<file path="config.mk">
export PLATFORM = sky130hd
export DESIGN_NAME = boot_sequencer
export DESIGN_NICKNAME = d
export VERILOG_FILES = /design/src/rtl/boot_sequencer.sv
export SDC_FILE = /design/constraint.sdc
export NUM_CORES = 1
export LEC_CHECK = 0
export BUFFER_PORTS_ARGS = -buffer_cell sky130_fd_sc_hd__buf_2
export CORE_UTILIZATION = 30
export CTS_CLUSTER_DIAMETER = 120
export DETAILED_ROUTE_END_ITERATION = 8
export PLACE_DENSITY = 0.54
export SETUP_SLACK_MARGIN = 0.15
export SYNTH_ARGS = -nofsm -noshare
export SYNTH_HDL_FRONTEND = slang
export SYNTH_SLANG_ARGS = --single-unit
</file>
<file path="constraint.sdc">
create_clock -name clk -period 2.48 [get_ports clk]
set_clock_uncertainty 0.2 [all_clocks]
set_input_delay 0.124 -clock clk [delete_from_list [all_inputs] [get_ports clk]]
set_output_delay 0.124 -clock clk [all_outputs]
set_load 0.01 [all_outputs]
</file>
<file path="src/rtl/boot_sequencer.sv">
// Boot controller: holds the core in reset, writes the boot address over the
// req/gnt config bus, enables fetch and waits for end-of-computation or timeout.
module boot_sequencer #(
  parameter logic [31:0] BOOT_ADDR = 32'h0000_0000,
  parameter logic [31:0] CFG_ADDR  = 32'h1A10_7008,
  parameter int          RST_DLY   = 50,
  parameter int          START_DLY = 20,
  parameter int          TIMEOUT_W = 24
) (
  input  logic                 clk,
  input  logic                 rst,
  input  logic                 start_i,
  input  logic                 abort_i,
  input  logic [TIMEOUT_W-1:0] timeout_i,
  input  logic                 eoc_i,
  output logic                 core_rst_o,
  output logic                 fetch_enable_o,
  output logic                 cfg_req_o,
  output logic [31:0]          cfg_addr_o,
  output logic [31:0]          cfg_wdata_o,
  input  logic                 cfg_gnt_i,
  input  logic                 cfg_rvalid_i,
  input  logic                 cfg_err_i,
  output logic                 busy_o,
  output logic                 done_o,
  output logic [1:0]           status_o,
  output logic [31:0]          cycles_o
);

  localparam int DLY_MAX = (RST_DLY > START_DLY) ? RST_DLY : START_DLY;
  localparam int CNT_W   = $clog2(DLY_MAX + 1);
  localparam logic [CNT_W-1:0] RST_LAST   = CNT_W'(RST_DLY - 1);
  localparam logic [CNT_W-1:0] START_LAST = CNT_W'(START_DLY - 1);

  localparam logic [1:0] ST_NONE = 2'b00;
  localparam logic [1:0] ST_PASS = 2'b01;
  localparam logic [1:0] ST_CERR = 2'b10;
  localparam logic [1:0] ST_TOUT = 2'b11;

  typedef enum logic [2:0] {
    S_IDLE, S_RST_WAIT, S_CFG_REQ, S_CFG_RSP, S_START_WAIT, S_RUN, S_DONE
  } state_e;

  state_e           state_q, state_d;
  logic [CNT_W-1:0] cnt_q, cnt_d;
  logic             abort_pend_q, abort_pend_d;
  logic [1:0]       status_q, status_d;
  logic [31:0]      cycles_q, cycles_d;
  logic             done_q, done_d;
  logic             eoc_s1_q, eoc_s1_d;
  logic             eoc_s2_q, eoc_s2_d;
  logic             timeout_hit;

  assign timeout_hit = (timeout_i != '0) &&
                       (cycles_q[TIMEOUT_W-1:0] == timeout_i - TIMEOUT_W'(1));

  always_comb begin
    state_d      = state_q;
    cnt_d        = '0;
    abort_pend_d = abort_pend_q;
    status_d     = status_q;
    cycles_d     = cycles_q;
    eoc_s1_d     = eoc_i;
    eoc_s2_d     = eoc_s1_q;
    case (state_q)
      S_IDLE: begin
        abort_pend_d = 1'b0;
        if (start_i && !abort_i) begin
          state_d  = S_RST_WAIT;
          status_d = ST_NONE;
          cycles_d = '0;
        end
      end
      S_RST_WAIT: begin
        if (abort_i) begin
          state_d  = S_IDLE;
          status_d = ST_NONE;
        end else if (cnt_q == RST_LAST) begin
          state_d = S_CFG_REQ;
        end else begin
          cnt_d = cnt_q + CNT_W'(1);
        end
      end
      S_CFG_REQ: begin
        // The bus transaction must complete, so abort is only remembered here.
        if (abort_i) abort_pend_d = 1'b1;
        if (cfg_gnt_i) state_d = S_CFG_RSP;
      end
      S_CFG_RSP: begin
        if (abort_i) abort_pend_d = 1'b1;
        if (cfg_rvalid_i) begin
          abort_pend_d = 1'b0;
          if (abort_pend_q || abort_i) begin
            state_d  = S_IDLE;
            status_d = ST_NONE;
          end else if (cfg_err_i) begin
            state_d  = S_DONE;
            status_d = ST_CERR;
          end else begin
            state_d = S_START_WAIT;
          end
        end
      end
      S_START_WAIT: begin
        if (abort_i) begin
          state_d  = S_IDLE;
          status_d = ST_NONE;
        end else if (cnt_q == START_LAST) begin
          state_d = S_RUN;
        end else begin
          cnt_d = cnt_q + CNT_W'(1);
        end
      end
      S_RUN: begin
        if (abort_i) begin
          state_d  = S_IDLE;
          status_d = ST_NONE;
        end else begin
          cycles_d = (cycles_q == '1) ? cycles_q : cycles_q + 32'd1;
          if (eoc_s2_q) begin
            state_d  = S_DONE;
            status_d = ST_PASS;
          end else if (timeout_hit) begin
            state_d  = S_DONE;
            status_d = ST_TOUT;
          end
        end
      end
      S_DONE: begin
        if (abort_i) begin
          state_d  = S_IDLE;
          status_d = ST_NONE;
        end else if (start_i) begin
          state_d  = S_RST_WAIT;
          status_d = ST_NONE;
          cycles_d = '0;
        end
      end
      default: state_d = S_IDLE;
    endcase
    done_d = (state_d == S_DONE) && (state_q != S_DONE);
  end

  always_ff @(posedge clk) begin
    if (rst) begin
      state_q      <= S_IDLE;
      cnt_q        <= '0;
      abort_pend_q <= 1'b0;
      status_q     <= ST_NONE;
      cycles_q     <= '0;
      done_q       <= 1'b0;
      eoc_s1_q     <= 1'b0;
      eoc_s2_q     <= 1'b0;
    end else begin
      state_q      <= state_d;
      cnt_q        <= cnt_d;
      abort_pend_q <= abort_pend_d;
      status_q     <= status_d;
      cycles_q     <= cycles_d;
      done_q       <= done_d;
      eoc_s1_q     <= eoc_s1_d;
      eoc_s2_q     <= eoc_s2_d;
    end
  end

  assign core_rst_o     = (state_q == S_IDLE) || (state_q == S_RST_WAIT);
  assign fetch_enable_o = (state_q == S_RUN);
  assign cfg_req_o      = (state_q == S_CFG_REQ);
  assign cfg_addr_o     = cfg_req_o ? CFG_ADDR : 32'h0;
  assign cfg_wdata_o    = cfg_req_o ? BOOT_ADDR : 32'h0;
  assign busy_o         = (state_q != S_IDLE) && (state_q != S_DONE);
  assign done_o         = done_q;
  assign status_o       = status_q;
  assign cycles_o       = cycles_q;

endmodule

</file>
## Word level (Yosys, flattened, before mapping)

Index checks and enable logic that the tools add are counted.

- Add/sub/neg operators: 3
- Eq/ne operators: 22
- Multiplexer cells: 41
- Reductions and logical operators: 16

Operator list:

| kind | number |
|---|---|
| $mux 32 | 5 |
| $pmux 32 s3 | 1 |
| $mux 3 | 13 |
| $add 32x1->32 const B | 1 |
| $eq 32x32->1 const B | 1 |
| $mux 29 | 1 |
| $eq 24x24->1 | 1 |
| $mux 6 | 4 |
| $reduce_bool 24->1 | 1 |
| $sub 24x1->24 const B | 1 |
| $mux 2 | 11 |
| $pmux 3 s7 | 1 |
| $eq 3x3->1 const B | 4 |
| $ne 2x2->1 const B | 6 |
| $pmux 6 s2 | 1 |
| $pmux 2 s5 | 1 |
| $ne 3x3->1 const B | 3 |
| $reduce_bool 3->1 | 3 |
| $reduce_and 7->1 | 1 |
| $add 6x1->6 const B | 1 |
| $eq 3x2->1 const B | 2 |
| $eq 6x5->1 const B | 1 |
| $eq 6x6->1 const B | 1 |
| $reduce_and 6->1 | 1 |
| 11 further kinds | 16 |

- Register bits: 47
- Input bits: 32
- Output and inout port bits: 103

## Logic depth before layout (Yosys ltp)

Gate-level depths: netlist of run 1.

- Depth in word-level cells: 9
- Mapped depth: 10
- Depth with buffers taken out: 9

## Least setup slack after synthesis of run 1

OpenSTA, ideal clock, no wires.

- Path type: register to register
- Start: register cycles_q[3], in the netlist cycles_o[3]
- End: register cycles_q[27], in the netlist cycles_o[27]
- Library setup time: 0.070 ns
- Arrival: 2.449 ns
- Required time: 2.210 ns
- Slack: -0.239 ns
- Cell stages (with the launch flop): 8
- Path buffers: 0
- Clock period less this slack: 2.719 ns
- Cells stage by stage: dfxtp_1 > and4_4 > nand4_4 > or3_4 > nor4_2 > nand4_1 > or3_1 > a21oi_1

- Longest elaborated chain between the ends: 4

Ends and longest elaborated chain:

| element | line | RTL |
|---|---|---|
| from (decl) | 48 | `logic [31:0] cycles_q, cycles_d;` |
| from (signal assigned) | 159 | `cycles_q <= cycles_d;` |
| $add 32x1->32 | 119 | `cycles_d = (cycles_q == '1) ? cycles_q : cycles_q + 32'd1;` |
| $mux 32 | 119 |  |
| $mux 32 | 115 | `if (abort_i) begin` |
| $pmux 32 s3 | 65 | `case (state_q)` |

Parallel ways exist; a longest one is shown, timed or not. The select of a mux whose other input is x is not followed.
A chain may end at the register's enable or synchronous reset.

## Worst setup path in the final report of run 1

- Start: input port timeout_i[1]
- End: register state_q[0]

- Longest elaborated chain between the ends: 7

Ends and longest elaborated chain:

| element | line | RTL |
|---|---|---|
| from (decl) | 14 | `input logic [TIMEOUT_W-1:0] timeout_i,` |
| $sub 24x1->24 | 55 | `(cycles_q[TIMEOUT_W-1:0] == timeout_i - TIMEOUT_W'(1));` |
| $eq 24x24->1 | 55 |  |
| $logic_and 1x1->1 * | 54 | `assign timeout_hit = (timeout_i != '0) &&` |
| $mux 3 * | 123 | `end else if (timeout_hit) begin` |
| $mux 3 * | 120 | `if (eoc_s2_q) begin` |
| $mux 3 * | 115 |  |
| $pmux 3 s7 * | 65 |  |
| to (signal assigned) | 155 | `state_q <= state_d;` |
| to (decl) | 44 | `state_e state_q, state_d;` |

Every way passes the cells marked *; elsewhere a longest branch is shown, timed or not.

==> flow_summary_export.csv, run 1 <==
group,metric,value,unit
die,fp.dieW,113,um
clock_tree,tritoncts,"built",
timing,rsz0062_at_grt,"yes",
timing,worst_pin_slew,0.649,ns
clock_tree,clockBufferDepth,2,
routing,dr_wl_met3,580,um
place,place_worst_setup_slack,-0.283,ns
grt,first_global_vias,3370,
worst_setup_path,cp.depth,11,
worst_setup_path,r2r_slack,0.19,ns
timing,setup_violations,0,
grt,grt_pass1_wl,15.9,mm
logic_synthesis,synth_seq_cells,47,
logic_synthesis,postSynth.asyncResetShare,0,%
routing,drt-total-wl,10.1,mm
power,p_leak,2.10,nW
die,chipHeight,113,um
worst_setup_path,slowest_stage,"or4_4",
die,dieArea,12800,um^2
hold_path,worstHoldPathType,"input pin to register",
worst_setup_path,crit_family,"simple AND/OR/NAND/NOR gates",
grt,grt_use_total,15.3,%
logic_synthesis,synth.distinct_cells,63,
logic_synthesis,synth_edf_count,0,
layout,fill_cells,1233,
logic_synthesis,netlist_area,3710,um^2
worst_setup_path,worstPathCellList,"buf_6 > buf_12 > inv_12 > ha_4 > or4b_4 > or4_4 > nor3_4 > xnor2_2 > a2111oi_4 > nand3_2 > o21ba_1",
worst_setup_path,cpPeakStageDelay,0.52,ns
worst_setup_path,path_buf_inv,3,
logic_synthesis,synth_compound_area_share,12.7,%
worst_setup_path,cp-end-kind,"register",
logic_synthesis,postSynthCellCount,475,
timing,fin_crit,2.37,ns
logic_synthesis,synthFlopType,"dfxtp_1",
routing,post_drt_wl_per_cell,13.0,um
worst_setup_path,reg2regPathDepth,9,
worst_setup_path,crit_path_start_kind,"input pin",
logic_synthesis,ys_warn_count,0,
timing,setup_slack,0.110,ns
clock_tree,cts_buffers,5,
layout,final_nets,639,
die,io_pins,135,
timing,fin_crit_sh,95.6,%
grt,grt_max_degree,32,
die,initial_utilization,30.8,%
die,fp.coreArea,12100,um^2
routing,drt-pass1-iter-count,4,
power,ir_worst_vdd,0.258,mV
layout,drive_gt1_share,31.6,%
grt,grt-ovfl-total,0,
timing,hold_viol,0,
logic_synthesis,synth_top_family_by_area,"simple AND/OR/NAND/NOR gates",
place,dpl.hpwl,7.94,mm
worst_setup_path,worstSetupPathType,"input pin to register",
worst_setup_path,worst-path-max-fanout,3,
logic_synthesis,ys_seq_area_share,25.3,%
logic_synthesis,synthMuxAreaShare,0.270,%
timing,max_freq,0.422,GHz
worst_setup_path,cp.arrival,2.35,ns
power,power_density,352,nW/um^2
timing,report.final.slew_viol_count,0,
routing,drc,0,
grt,antenna_found_initial,0,
worst_setup_path,cp.required,2.46,ns
clock_tree,htreeDepth,2,
timing,timing.slew.headroom,56.6,%
routing,wirelength_met1,4.55,mm
die,rows,40,
routing,vias,3676,
logic_synthesis,synthSimpleGateAreaFrac,29.6,%
logic_synthesis,synth-xor-area-share,14.9,%
clock_tree,cts_num_sinks,47,
routing,routed-wl-met2,4.77,mm
layout,syn_to_final_growth,30.9,%
clock_tree,cts-root-buf,"clkbuf_16",
place,portBuffers,78,
routing,antenna_left,0,
place,gp_congestion,0.850,
logic_synthesis,synthAdderAreaFrac,1.35,%
clock_tree,cts.clk_slew.worst_paths,0.07,ns
routing,avgViaCountPerCell,4.76,
logic_synthesis,avgSynthCellArea,7.82,um^2
clock_tree,worst_skew_pair.late_latency,0.29,ns
job,drv_cap,0,
hold_path,min_path_cells,4,
layout,n_antenna_cell,0,
routing,drt_iter0_markers,183,
layout,fin_util,40.3,%
routing,top_layer,"met4",
outcome,status,"finished, final reports clean",
what timing repair did:
item	in CTS	in global routing
hold endpoints to repair	4	0
endpoints found under the setup margin	6	24
resized for setup	9	16
hold buffers	3	0
setup buffers	4	4
cloned	0	1
pin swaps	19	19
power by group:
| group | switching, mW | internal (mW) | total, mW |
|---|---|---|---|
| Combinational | 0.169 | 0.112 | 0.281 |
| Clock | 0.289 | 0.378 | 0.667 |
| Sequential | 0.00446 | 0.760 | 0.765 |
synth_stat cells, types with 3 or more instances:
library cell / count / area, um^2
and3_1: 9 / 56.3
or4_1: 6 / 45.0
ha_1: 4 / 50.1
nand2_1: 27 / 101
nor3_1: 14 / 70.1
buf_4: 64 / 480
nor4_2: 3 / 37.5
o211ai_1: 4 / 30.0
nor4_1: 10 / 62.6
inv_1: 11 / 41.3
o41ai_1: 3 / 26.3
a31oi_1: 7 / 43.8
nand2b_1: 5 / 31.3
xor2_1: 29 / 254
a21oi_1: 19 / 95.1
xnor2_1: 34 / 298
nand3_1: 14 / 70.1
nor2_1: 56 / 210
dfxtp_1: 47 / 941
o21bai_1: 3 / 22.5
or3_1: 7 / 43.8
and4_1: 3 / 26.3
clkbuf_1: 15 / 56.3
o21ai_0: 14 / 70.1
nor2b_1: 8 / 50.1
nand4_1: 15 / 93.8
cells by family after synthesis:
family,after synthesis
compound gates,70
xor+xnor,63
fa+ha+maj,4
buf+inv,92
flops,47
mux,1
other cells,1
simple gates,197
worst paths after layout:
check | startpoint | endpoint
min reg2reg | cnt_q[0]$_SDFF_PP0_ | cnt_q[0]$_SDFF_PP0_
max | timeout_i[1] | state_q[0]$_SDFF_PP0_
max reg2reg | cycles_o[4]$_SDFFE_PP0P_ | state_q[0]$_SDFF_PP0_
min | cfg_rvalid_i | abort_pend_q$_SDFFE_PP0P_
state kept, by name, indices dropped and copies added, names as in the netlist:
register	cells
abort_pend_q	1
cnt_q	6
cycles_o	32
done_o	1
eoc_s1_q	1
eoc_s2_q	1
state_q	3
status_o	2
worst min-delay path, delay by kind of cell:
| kind | cells | cell delay (ns) |
|---|---|---|
| AO/OA/AOI/OAI | 2 | 0.14 |
| buffers and inverters | 1 | 0.13 |
| AND/OR/NAND/NOR | 1 | 0.08 |
layer usage:
metal / up-vias / track usage (%)
met5: - / 0
met4: 0 / 5.00
met3: 14 / 2.30
met2: 154 / 26.1
met1: 1704 / 19.9
li1: 1804 / -
layout by cell type (no fill, tap or decap), types with 3 or more instances in the layout:
cell | Yosys | layout
clkbuf_16 | 0 | 5
a21oi_1 | 19 | 19
dlygate4sd3_1 | 0 | 3
nor3_1 | 14 | 14
dfxtp_1 | 47 | 42
buf_6 | 0 | 3
nor4_4 | 1 | 5
buf_4 | 64 | 62
xnor2_1 | 34 | 32
or3_1 | 7 | 6
a31oi_1 | 7 | 7
or4_1 | 6 | 4
buf_2 | 1 | 77
o211ai_1 | 4 | 4
xor2_1 | 29 | 29
and3_1 | 9 | 9
nor2b_1 | 8 | 8
nor2_1 | 56 | 56
nor4_2 | 3 | 3
nand4_1 | 15 | 15
nor4_1 | 10 | 6
nand2_1 | 27 | 27
or4_4 | 1 | 3
conb_1 | 1 | 56
and4_1 | 3 | 3
nand3_1 | 14 | 9
dfxtp_2 | 0 | 5
nand3_2 | 0 | 5
nand2b_1 | 5 | 5
inv_1 | 11 | 9
ha_1 | 4 | 3
o21ai_0 | 14 | 14
per-stage QoR:
step	instances	hold WS [ns]	setup TNS, ns	total power, mW	instance area [um^2]
6_report	772	0.0297	0	1.71	4860
2_1_floorplan	530	0.0522	-0.00630	1.00	4010
4_1_cts	767	0.0188	0	1.73	4750
3_3_place_gp	752	0.141	-0.984	1.04	4510
3_5_place_dp	752	0.140	-1.22	1.05	4510
5_1_grt	772	0.0696	0	1.79	4860
area by class of cell:
type	count	area, um^2	area share [%]
Inverter	11	58.8	1.21
Clock buffer	6	129	2.65
Sequential cell	47	947	19.5
Tap cell	168	210	4.32
Multi-Input combinational cell	391	2550	52.4
Clock inverter	2	16.3	0.335
Timing Repair Buffer	147	955	19.6
(Power assumes the default switching activity.)
==> run 2: changes to the inputs <==
- CORE_ASPECT_RATIO: unset -> 0.9
==> flow_summary_export.csv, run 2 (synthesis results as in run 1) <==
group,metric,value,unit
job,drv_cap,0,
routing,antenna_left,0,
routing,drt_iter0_markers,147,
worst_setup_path,path_buf_inv,2,
layout,n_antenna_cell,0,
grt,grt_max_degree,32,
worst_setup_path,worstSetupPathType,"input pin to register",
power,pwr-share-clk,45.4,%
place,gp_congestion,0.877,
layout,fin_area,4880,um^2
place,placed_cells,749,
grt,grt-ovfl-total,0,
power,ir_worst_vdd,0.380,mV
outcome,status,"finished, final reports clean",
power,p_seq_share,40.2,%
die,io_pins,135,
die,fp.coreArea,12100,um^2
clock_tree,cts_num_sinks,47,
routing,drt-total-wl,10.3,mm
routing,vias,3635,
worst_setup_path,reg2regPathDepth,9,
power,power_density,391,nW/um^2
routing,post_drt_wl_per_cell,13.5,um
worst_setup_path,crit_family,"simple AND/OR/NAND/NOR gates",
timing,fin_crit,2.35,ns
clock_tree,tritoncts,"built",
worst_setup_path,slowest_stage,"or4_4",
die,fp.dieW,119,um
die,chipHeight,108,um
routing,avgViaCountPerCell,4.75,
worst_setup_path,cp-end-kind,"register",
routing,drc,0,
timing,worst_pin_slew,0.658,ns
worst_setup_path,cpPeakStageDelay,0.56,ns
timing,max_freq,0.425,GHz
place,portBuffers,78,
timing,timing.slew.headroom,56.0,%
clock_tree,cts.clk_slew.worst_paths,0.07,ns
die,initial_utilization,30.8,%
layout,drive_gt1_share,30.5,%
grt,first_global_vias,3342,
clock_tree,cts_buffers,5,
clock_tree,cts-root-buf,"clkbuf_16",
timing,setup_violations,0,
place,dpl.hpwl,8.13,mm
clock_tree,htreeDepth,2,
grt,grt_pass1_wl,16.5,mm
die,dieArea,12800,um^2
layout,final_cell_mix,"buf_2 (76), buf_4 (64), nor2_1 (56), conb_1 (56), dfxtp_1 (46)",
timing,report.final.slew_viol_count,0,
power,power.switching,456,uW
worst_setup_path,worst-path-max-fanout,3,
clock_tree,clockBufferDepth,2,
timing,rsz0062_at_grt,"yes",
worst_setup_path,cp.depth,10,
hold_path,worstHoldPathType,"input pin to register",
worst_setup_path,worstPathCellList,"buf_12 > inv_12 > ha_4 > or4b_4 > or4_4 > nor3_4 > xnor2_2 > a2111oi_4 > nand3_1 > o21ba_1",
layout,final_cells,766,
layout,syn_to_final_growth,31.4,%
die,rows,38,
layout,final_nets,641,
hold_path,min_path_cells,4,
timing,fin_crit_sh,94.9,%
grt,antenna_found_initial,0,
clock_tree,worst_skew_pair.late_latency,0.29,ns
routing,drt-pass1-iter-count,4,
layout,largest_register_ffs,32,
power,p_int,1.45,mW
grt,grt_use_total,15.8,%
worst_setup_path,cp.arrival,2.33,ns
layout,final_common_cell,"buf_2",
power,swShare,23.9,%
place,postPlaceCellArea,4520,um^2
power,combPwrFrac,14.4,%
timing,hold_viol,0,
power,p_leak,2.12,nW
worst_setup_path,crit_path_start_kind,"input pin",
worst_setup_path,cp.required,2.46,ns
[run 2: final timing paths]
check / start / to / slack (ns)
setup / recovery: timeout_i[1] / state_q[0]$_SDFF_PP0_ / 0.13
hold / removal: cfg_rvalid_i / abort_pend_q$_SDFFE_PP0P_ / 0.04
hold reg to reg: eoc_s1_q$_SDFF_PP0_ / eoc_s2_q$_SDFF_PP0_ / 0.24
setup reg to reg: state_q[0]$_SDFF_PP0_ / cycles_o[27]$_SDFFE_PP0P_ / 0.22
[run 2: worst reg2reg max path: cells and delay by family, from the launching register on]
kind                   cells  cell delay [ns]
buffers and inverters      2             0.31
AND/OR/NAND/NOR            6             1.21
flip-flops                 1             0.33
AO/OA/AOI/OAI              1             0.14
[run 2: stage by stage]
step                 TNS, ns  power [mW]  hold WS (ns)  worst slack [ns]  util [%]
floorplan           -0.00630        1.00        0.0522          -0.00486         -
global placement       -1.09        1.04         0.144            -0.263      37.4
detailed placement     -1.18        1.04         0.148            -0.293      37.4
CTS                        0        1.92        0.0303            0.0757      39.7
global route               0        1.98        0.0556            0.0331      40.4
finish                     0        1.91        0.0356             0.126      40.4
[run 2: cell type report]
cell class              count  area [um^2]
clock buffers               6          129
multi-input cells         391         2510
inverters                  11         58.8
flip-flops and latches     47          942
fillers                  1274         7200
well taps                 160          200
repair buffers            149          983
clock inverters             2         60.1
[run 2: timing repair]
action / CTS / global route
pin swaps: 10 / 15
hold buffers: 3 / 0
endpoints found under the hold margin: 4 / 0
setup endpoints to repair: 19 / 33
gates cloned: 0 / 1
setup buffers: 3 / 2
resized for setup: 8 / 15
[run 2: power groups by stage]
stage / logic [mW] / registers [mW] / clock network [mW]
after floorplan: 0.219 / 0.782 / 0
after global placement: 0.254 / 0.783 / 0
after detailed placement: 0.257 / 0.783 / 0
after CTS: 0.268 / 0.766 / 0.882
after global routing: 0.304 / 0.766 / 0.913
final: 0.275 / 0.766 / 0.865
[run 2: per-layer routing]
| metal | track usage [%] | up-vias | part of all wire (%) |
|---|---|---|---|
| met4 | 3.53 | 0 | 0.89 |
| met3 | 2.70 | 9 | 5.0 |
| met1 | 21.0 | 1721 | 47 |
| met2 | 26.7 | 101 | 47 |
| met5 | 0 | - | 0 |
| li1 | - | 1804 | - |
